<file path="src/rtl/sensor_fifo_pkg.sv">
// Shared defaults and sizing helper for the sensor FIFO and its storage.
package sensor_fifo_pkg;

  localparam int DEF_WIDTH    = 3;
  localparam int DEF_DEPTH    = 16;
  localparam int DEF_AFULL_TH = DEF_DEPTH - 2;

  // Occupancy counter must hold the value DEPTH itself, hence one extra bit.
  function automatic int cnt_width(input int depth);
    return $clog2(depth) + 1;
  endfunction

endpackage

</file>
<file path="src/rtl/fifo_ram.sv">
// DEPTH x WIDTH storage: synchronous write port, registered read port.
module fifo_ram
  import sensor_fifo_pkg::*;
#(
  parameter int WIDTH = DEF_WIDTH,
  parameter int DEPTH = DEF_DEPTH,
  parameter int AW    = $clog2(DEPTH)
) (
  input  logic             clk_i,
  input  logic             rst_i,
  input  logic             we_i,
  input  logic [AW-1:0]    waddr_i,
  input  logic [WIDTH-1:0] wdata_i,
  input  logic             re_i,
  input  logic [AW-1:0]    raddr_i,
  output logic [WIDTH-1:0] rdata_o
);

  logic [WIDTH-1:0] mem_q [DEPTH];
  logic [WIDTH-1:0] rdata_q;

  // Storage array is intentionally left unreset.
  always_ff @(posedge clk_i) begin
    if (we_i) begin
      mem_q[waddr_i] <= wdata_i;
    end
  end

  // Read register; a same-address write in this cycle returns the old word.
  always_ff @(posedge clk_i or posedge rst_i) begin
    if (rst_i) begin
      rdata_q <= {WIDTH{1'b0}};
    end else if (re_i) begin
      rdata_q <= mem_q[raddr_i];
    end
  end

  assign rdata_o = rdata_q;

endmodule

</file>
<file path="src/rtl/sensor_fifo.sv">
// Sensor sample FIFO: pointers, occupancy, sticky error flags and optional change-only filtering.
module sensor_fifo
  import sensor_fifo_pkg::*;
#(
  parameter int WIDTH    = DEF_WIDTH,
  parameter int DEPTH    = DEF_DEPTH,
  parameter int AFULL_TH = DEPTH - 2,
  parameter bit CHG_ONLY = 1'b0
) (
  input  logic                          clk,
  input  logic                          reset,
  input  logic                          enable,
  input  logic [WIDTH-1:0]              din,
  input  logic                          rd,
  input  logic                          flush,
  output logic [WIDTH-1:0]              dout,
  output logic                          valid,
  output logic                          full,
  output logic                          empty,
  output logic                          almost_full,
  output logic [cnt_width(DEPTH)-1:0]   count,
  output logic                          overflow,
  output logic                          underflow
);

  localparam int AW = $clog2(DEPTH);
  localparam int CW = cnt_width(DEPTH);
  localparam logic [CW-1:0] DEPTH_C = CW'(DEPTH);
  localparam logic [CW-1:0] AFTH_C  = CW'(AFULL_TH);

  logic [CW-1:0]    count_q, count_d;
  logic [AW-1:0]    wptr_q, wptr_d, rptr_q, rptr_d;
  logic             ovf_q, ovf_d, unf_q, unf_d, valid_q, valid_d;
  logic             hist_q, hist_d;
  logic [WIDTH-1:0] last_q, last_d;
  logic             rd_ok_s, chg_ok_s, wr_ok_s, ram_we_s, ram_re_s;

  assign full        = (count_q == DEPTH_C);
  assign empty       = (count_q == {CW{1'b0}});
  assign almost_full = (count_q >= AFTH_C);

  // Acceptance decisions and next-state; flush overrides every request.
  always_comb begin
    rd_ok_s  = rd && !empty;
    chg_ok_s = !CHG_ONLY || !hist_q || (din != last_q);
    wr_ok_s  = enable && (!full || rd_ok_s) && chg_ok_s;
    ram_we_s = 1'b0;
    ram_re_s = 1'b0;
    count_d  = count_q;
    wptr_d   = wptr_q;
    rptr_d   = rptr_q;
    ovf_d    = ovf_q;
    unf_d    = unf_q;
    valid_d  = 1'b0;
    hist_d   = hist_q;
    last_d   = last_q;
    if (flush) begin
      count_d = {CW{1'b0}};
      wptr_d  = {AW{1'b0}};
      rptr_d  = {AW{1'b0}};
      ovf_d   = 1'b0;
      unf_d   = 1'b0;
      hist_d  = 1'b0;
    end else begin
      ram_we_s = wr_ok_s;
      ram_re_s = rd_ok_s;
      valid_d  = rd_ok_s;
      // A change-filtered write while full is not counted as an overflow.
      ovf_d    = ovf_q || (enable && full && !rd_ok_s && chg_ok_s);
      unf_d    = unf_q || (rd && empty);
      if (wr_ok_s) begin
        wptr_d = wptr_q + AW'(1);
        hist_d = 1'b1;
        last_d = din;
      end else begin
        wptr_d = wptr_q;
      end
      if (rd_ok_s) begin
        rptr_d = rptr_q + AW'(1);
      end else begin
        rptr_d = rptr_q;
      end
      case ({wr_ok_s, rd_ok_s})
        2'b10:   count_d = count_q + CW'(1);
        2'b01:   count_d = count_q - CW'(1);
        default: count_d = count_q;
      endcase
    end
  end

  // Control state registers.
  always_ff @(posedge clk or posedge reset) begin
    if (reset) begin
      count_q <= {CW{1'b0}};
      wptr_q  <= {AW{1'b0}};
      rptr_q  <= {AW{1'b0}};
      ovf_q   <= 1'b0;
      unf_q   <= 1'b0;
      valid_q <= 1'b0;
      hist_q  <= 1'b0;
      last_q  <= {WIDTH{1'b0}};
    end else begin
      count_q <= count_d;
      wptr_q  <= wptr_d;
      rptr_q  <= rptr_d;
      ovf_q   <= ovf_d;
      unf_q   <= unf_d;
      valid_q <= valid_d;
      hist_q  <= hist_d;
      last_q  <= last_d;
    end
  end

  fifo_ram #(.WIDTH(WIDTH), .DEPTH(DEPTH), .AW(AW)) u_ram (
    .clk_i   (clk),
    .rst_i   (reset),
    .we_i    (ram_we_s),
    .waddr_i (wptr_q),
    .wdata_i (din),
    .re_i    (ram_re_s),
    .raddr_i (rptr_q),
    .rdata_o (dout)
  );

  assign valid     = valid_q;
  assign count     = count_q;
  assign overflow  = ovf_q;
  assign underflow = unf_q;

endmodule

</file>
<file path="config.mk">
export PLATFORM = sky130hd
export DESIGN_NAME = sensor_fifo
export DESIGN_NICKNAME = d
export VERILOG_FILES = /design/src/rtl/sensor_fifo_pkg.sv /design/src/rtl/fifo_ram.sv /design/src/rtl/sensor_fifo.sv
export SDC_FILE = /design/constraint.sdc
export NUM_CORES = 1
export LEC_CHECK = 0
export CAP_MARGIN = 20
export CELL_PAD_IN_SITES_DETAIL_PLACEMENT = 1
export CELL_PAD_IN_SITES_GLOBAL_PLACEMENT = 1
export CORE_AREA = 4 4 68 116
export DETAILED_ROUTE_END_ITERATION = 12
export DIE_AREA = 0 0 72 120
export PLACE_DENSITY = 0.7
export SLEW_MARGIN = 20
export SYNTH_ARGS = -nofsm -noshare
export SYNTH_HDL_FRONTEND = slang
export SYNTH_SLANG_ARGS = --single-unit
</file>
<file path="constraint.sdc">
create_clock -name clk -period 2.2 [get_ports clk]
set_input_delay 0.44 -clock clk [delete_from_list [all_inputs] [get_ports clk]]
set_output_delay 0.44 -clock clk [all_outputs]
set_load 0.02 [all_outputs]
</file>
# [Yosys cells after proc, flatten, opt, wreduce, memory -nomap -nowiden]
# Memories as Yosys holds them, arrays and structs flattened. A register that Yosys moved wholly into a read port is not among the register bits.
# Index checks and enable logic that the tools add are counted.
[totals] memories=1 in_bits=8 ramBits=48 register_bits=16 word_cells=42 out_inout_bits=14
[classes] n_mux=12 reduce_logical=15 order_cmp=1 n_eq_ne=3 addsub=4
[mem_list] name="u_ram.mem_q" words=16 width=3 rd=1 rd_ports_with_merged_regs=1 wr=1 line_no="fifo_ram.sv:19" source="logic [WIDTH-1:0] mem_q [DEPTH];"
[ops] op="2-to-1 mux 4 bit" count=4
[ops] op="case mux 5 bit (2 select lines)" count=1
[ops] op="adder 4 x 1 -> 4 bit, second input constant" count=2
[ops] op="2-to-1 mux 1 bit" count=6
[ops] op="adder 5 x 1 -> 5 bit, second input constant" count=1
[ops] op="== test 5 bit, second input constant" count=1
[ops] op="greater-or-equal comparator 5 x 4 -> 1 bit, second input constant" count=1
[ops] op="logical AND 1 bit" count=5
[ops] op="logical NOT 5 bit" count=1
[ops] op="2-to-1 mux 5 bit" count=1
[ops] op="subtractor 5 x 1 -> 5 bit, second input constant" count=1
[ops] op="nonzero test 2 bit" count=2
[ops] op="logical NOT 1 bit" count=3
[ops] op="logical OR 1 bit" count=3
[ops] op="nonzero test 3 bit" count=1
[ops] op="== test 2 x 1 -> 1 bit, second input constant" count=1
[ops] op="== test 2 bit, second input constant" count=1

# [Depth between registers and ports, before layout]
[depth] depth_word=8 ltp_mapped=9 ltp_nobuf=9

# [Hierarchy]
# A second synthesis with hierarchy kept.
[unflattened] cells_unflattened=207 area_unflattened_um2=3101.7
[modules_own_cells] mod="fifo_ram" n_inst=1 cells_each=102 area_per_inst_um2=2089.5 seq_area_each_um2=1516.5
[modules_own_cells] mod="sensor_fifo" n_inst=1 cells_each=105 area_per_inst_um2=1012.2 seq_area_each_um2=400.4

# [Worst setup path before layout]
# OpenSTA, ideal clock, no wires.
[synth_path] path_type="flip-flop to flip-flop" startpoint="reg count_q[2], in the netlist count[2]" endpoint="reg count_q[4], in the netlist count[4]" setup_slack_ps=-287 required_time_ps=2136 arrival_time_ps=2422 setup_time_ps=64 path_stages_with_launch=10 cell_sequence="dfrtp_1 > or4_4 > o21ai_1 > inv_1 > ha_1 > nand2b_1 > a21oi_1 > xnor2_1 > nor4b_1 > a21o_1"
[synth_via] elab_chain_cells=8
[synth_rtl] element="start, declared" line_no="sensor_fifo.sv:31" source="logic [CW-1:0] count_q, count_d;"
[synth_rtl] element="start signal, assigned" line_no="sensor_fifo.sv:94" source="count_q <= {CW{1'b0}};"
[synth_rtl] element="start signal, assigned" line_no="sensor_fifo.sv:103" source="count_q <= count_d;"
[synth_rtl] element="logical NOT 5 bit" line_no="sensor_fifo.sv:39" source="assign empty = (count_q == {CW{1'b0}});"
[synth_rtl] element="logical NOT 1 bit" line_no="sensor_fifo.sv:44" source="rd_ok_s = rd && !empty;"
[synth_rtl] element="logical AND 1 bit" line_no="sensor_fifo.sv:44"
[synth_rtl] element="logical OR 1 bit" line_no="sensor_fifo.sv:46" source="wr_ok_s = enable && (!full || rd_ok_s) && chg_ok_s;"
[synth_rtl] element="logical AND 1 bit" line_no="sensor_fifo.sv:46"
[synth_rtl] element="== test 2 x 1 -> 1 bit / == test 2 bit (equally long branches)" line_no="sensor_fifo.sv:83" source="case ({wr_ok_s, rd_ok_s})"
[synth_rtl] element="case mux 5 bit (2 select lines)" line_no="sensor_fifo.sv:83"
[synth_rtl] element="2-to-1 mux 5 bit" line_no="sensor_fifo.sv:57" source="if (flush) begin"
# Several ways; a longest one is shown, not always the timed one.
# A chain may end at the register's enable or synchronous reset.

# [Worst setup path in the final report]
[layout_path] startpoint="reg count_q[3], in the netlist count[3]" endpoint="reg count_q[4], in the netlist count[4]"
# Same word-level chain as after synthesis.

==> results.cfg <==
[drt]
vias = 1794
viasPerCell = 5.31
drt_first_pass_iters = 4
drt_iter0_drc = 60
drtAntennaViolNets = 0
wl_mm = 6.58
wl_per_cell_um = 19.5
remaining_drc_errors = 0

[synthesis]
syn_area_um2 = 2960
synth_mux_area_frac = 0.130
synth_ff_type = edfxtp_1
yosysWarningCount = 0
synth_nets = 217
synth_area_per_cell_um2 = 14.8
yosys-top-cells-area = edfxtp_1, dfrtp_1, mux4_2, nor2_1, ha_1
synth-compound-area-share = 0.0355
synth_top_family_by_area = multiplexers
synthesis.instances = 200
synth_seq_cells = 67
synth_fa_ha_area_frac = 0.0406
synth_top_area_frac = 0.487
synthSimpleGateAreaFrac = 0.0921
ys_types = 35
yosysSeqAreaShare = 0.647
synth_edf_count = 48
ys_async_sr_fraction = 0.284
synth_xor_area_frac = 0.0266
yosys.area.top_type = edfxtp_1

[clock_tree]
clkTransAtPathRegs_ns = 0.05
cts.sinks = 67
holdBufCountCts = 0
cts_tree = yes
htreeDepth = 3
numCtsBuffers = 9
cts.path.max_buffers = 2
cts_root_buf = clkbuf_16
clkLatencyLatePin_ns = 0.32

[placed_design]
io_buffers = 21
hpwl_mm = 4.76
gp_congestion = 0.782
postPlaceCellArea_um2 = 3450

[sta]
rsz0062_at_grt = true
finClkSkew_ns = 0.00625
period_share = 1.06
tightest_slew_ns = 0.579
finalHoldViolations = 0
setup_viol = 3
fmax_ghz = 0.429
slew-limit-headroom = 0.612
fin_tns_setup_ns = -0.238
finalMaxSlewViolations = 0
period_minus_slack_ns = 2.33
finalWorstSetupSlack_ns = -0.133

[critical_path]
path_buf_inv = 2
path_class = reg2reg
reg2reg_from = count[3]
cp-end-kind = flip-flop
crit_end = count[4]
cp_cell_sequence = or4_4 > o21ai_4 > buf_6 > inv_6 > ha_4 > nand2b_4 > a21oi_4 > xnor2_2 > nor4b_2 > a21o_1
required_ns = 2.46
slowest_delay_ns = 0.57
crit_cells = 10
reg2reg_depth = 10
cp_slowest_cell = or4_4
start_kind = flip-flop
critical_path.top_delay_family = simple AND/OR/NAND/NOR gates
crit_start = count[3]
critPathArrivalTime_ns = 2.59
r2r_end = count[4]
crit_fanout = 4
r2r_slack_ns = -0.13

[global_route]
grt_first_pass_wirelength_mm = 10.8
grt_start_max_net_pins = 20
antenna_found_initial = 0
track_usage = 0.173
grt_pass1_vias = 2055
globalRouteOverflowTotal = 0

[cells_and_area]
fillers = 668
drive_above_1_share = 0.295
syn_to_final_growth_pct = 29.6
antennaDiodeCount = 0
nets = 266
final_cell_area_um2 = 3840

[floorplan]
ios = 22
dieHeight_um = 120
dieArea_um2 = 8640
die_x_um = 72
core_area_um2 = 6910
start_util = 0.429
fp-row-count = 40

[power_and_ir_drop]
p_leak_uw = 0.00141
peakVddDrop_uv = 618
power_density_nw_per_um2 = 1140

[status]
violations = setup timing
status = finished with violations

[min_path]
hold_class = in2async

[job]
drv_cap = 0
## stage by stage
stage          setup WS [ns]  utilization  instances  hold slack, ns  power (uW)
6_report              -0.133        0.556        338           0.443        4390
5_1_grt               -0.219        0.556        338           0.476        4640
4_1_cts               -0.124        0.551        336           0.451        4420
3_5_place_dp          -0.286        0.500        319           0.498        2950
3_3_place_gp          -0.206        0.500        319           0.479        2920
2_1_floorplan         -0.113            -        200           0.391        2350
## registers in the layout, summed over array words and instances (netlist names)
register	count
u_ram.mem_q	48
count	5
rptr_q	4
wptr_q	4
u_ram.rdata_o	3
overflow	1
underflow	1
valid	1
## area by class of cell
| type | count | area, um2 | area share |
|---|---|---|---|
| timing repair buffer | 46 | 419 | 0.109 |
| clock buffer | 12 | 246 | 0.0642 |
| sequential | 67 | 1920 | 0.500 |
| clock inverter | 4 | 50.0 | 0.0130 |
| multi-input combinational | 116 | 1060 | 0.276 |
| inverter | 9 | 38.8 | 0.0101 |
| tap | 84 | 105 | 0.0274 |
## placed cells by master (no fill, tap or decap), types with 2 or more instances in the layout
cell	Yosys	layout
clkdlybuf4s50_1	0	19
clkinvlp_4	0	2
nor2_2	0	2
ha_1	8	5
nand2_1	14	14
mux2_2	3	3
or3_1	3	3
xnor2_1	4	3
mux4_2	14	14
a21o_1	2	2
dfrtp_2	0	2
dfrtp_1	19	17
clkbuf_16	0	9
o31ai_1	3	3
clkbuf_1	5	2
buf_12	0	2
buf_4	0	23
edfxtp_1	48	48
nor2_1	34	32
a21oi_1	6	4
xor2_1	5	5
nand3_1	3	3
ha_4	0	3
inv_1	9	8
## worst min path at each step
stage                           end  cells after the start       from
final                     rptr_q[2]                      3      reset
after global routing       count[1]                      3      reset
after CTS                 rptr_q[2]                      3      reset
after detailed placement  underflow                      2  underflow
after global placement    underflow                      2  underflow
after floorplan            count[0]                      1      reset
## cell usage after synthesis (all sizes together) (2+ instances only)
| cell type | number |
|---|---|
| edfxtp | 48 |
| nor2 | 34 |
| dfrtp | 19 |
| mux4 | 15 |
| nand2 | 14 |
| inv | 9 |
| ha | 8 |
| a21oi | 6 |
| clkbuf | 5 |
| xor2 | 5 |
| xnor2 | 4 |
| buf | 3 |
| mux2 | 3 |
| nand3 | 3 |
| o21ai | 3 |
| o31ai | 3 |
| or3 | 3 |
| a21o | 2 |
## timing repair
action / in CTS / in global routing
resized for setup: 15 / 6
pin swaps: 10 / 6
endpoints found under the setup margin: 4 / 6
buffers inserted: 1 / 2
hold endpoints to repair: 0 / 0
## worst register-to-register path, delay by kind of cell (launching register included)
kind,cells,cell delay (ns)
flops,1,0.40
buf+inv,2,0.18
xor+xnor,1,0.14
simple gates,3,0.85
compound gates,3,0.43
fa+ha+maj,1,0.27
## per-layer routing
layer	wire length (um)	part of all wire	track usage
met4	218	0.033	0.0835
met1	2230	0.34	0.168
met2	3950	0.60	0.330
met3	176	0.027	0.0402
met5	0	0	0
## power by group
group / internal, uW / switching, uW / total, uW
Sequential: 1470 / 104 / 1570
Combinational: 739 / 686 / 1430
Clock: 905 / 490 / 1400
## kinds of logic (layout without fill, tap and decap cells)
logic type | Yosys count | in the layout
AOI/OAI and AO/OA | 17 | 17
and+or+nand+nor | 62 | 62
adders and majority gates | 9 | 9
DFF | 67 | 67
buffers and inverters | 17 | 71
muxes | 19 | 19
xor gates and xnor gates | 9 | 9
(Power assumes the default switching activity.)
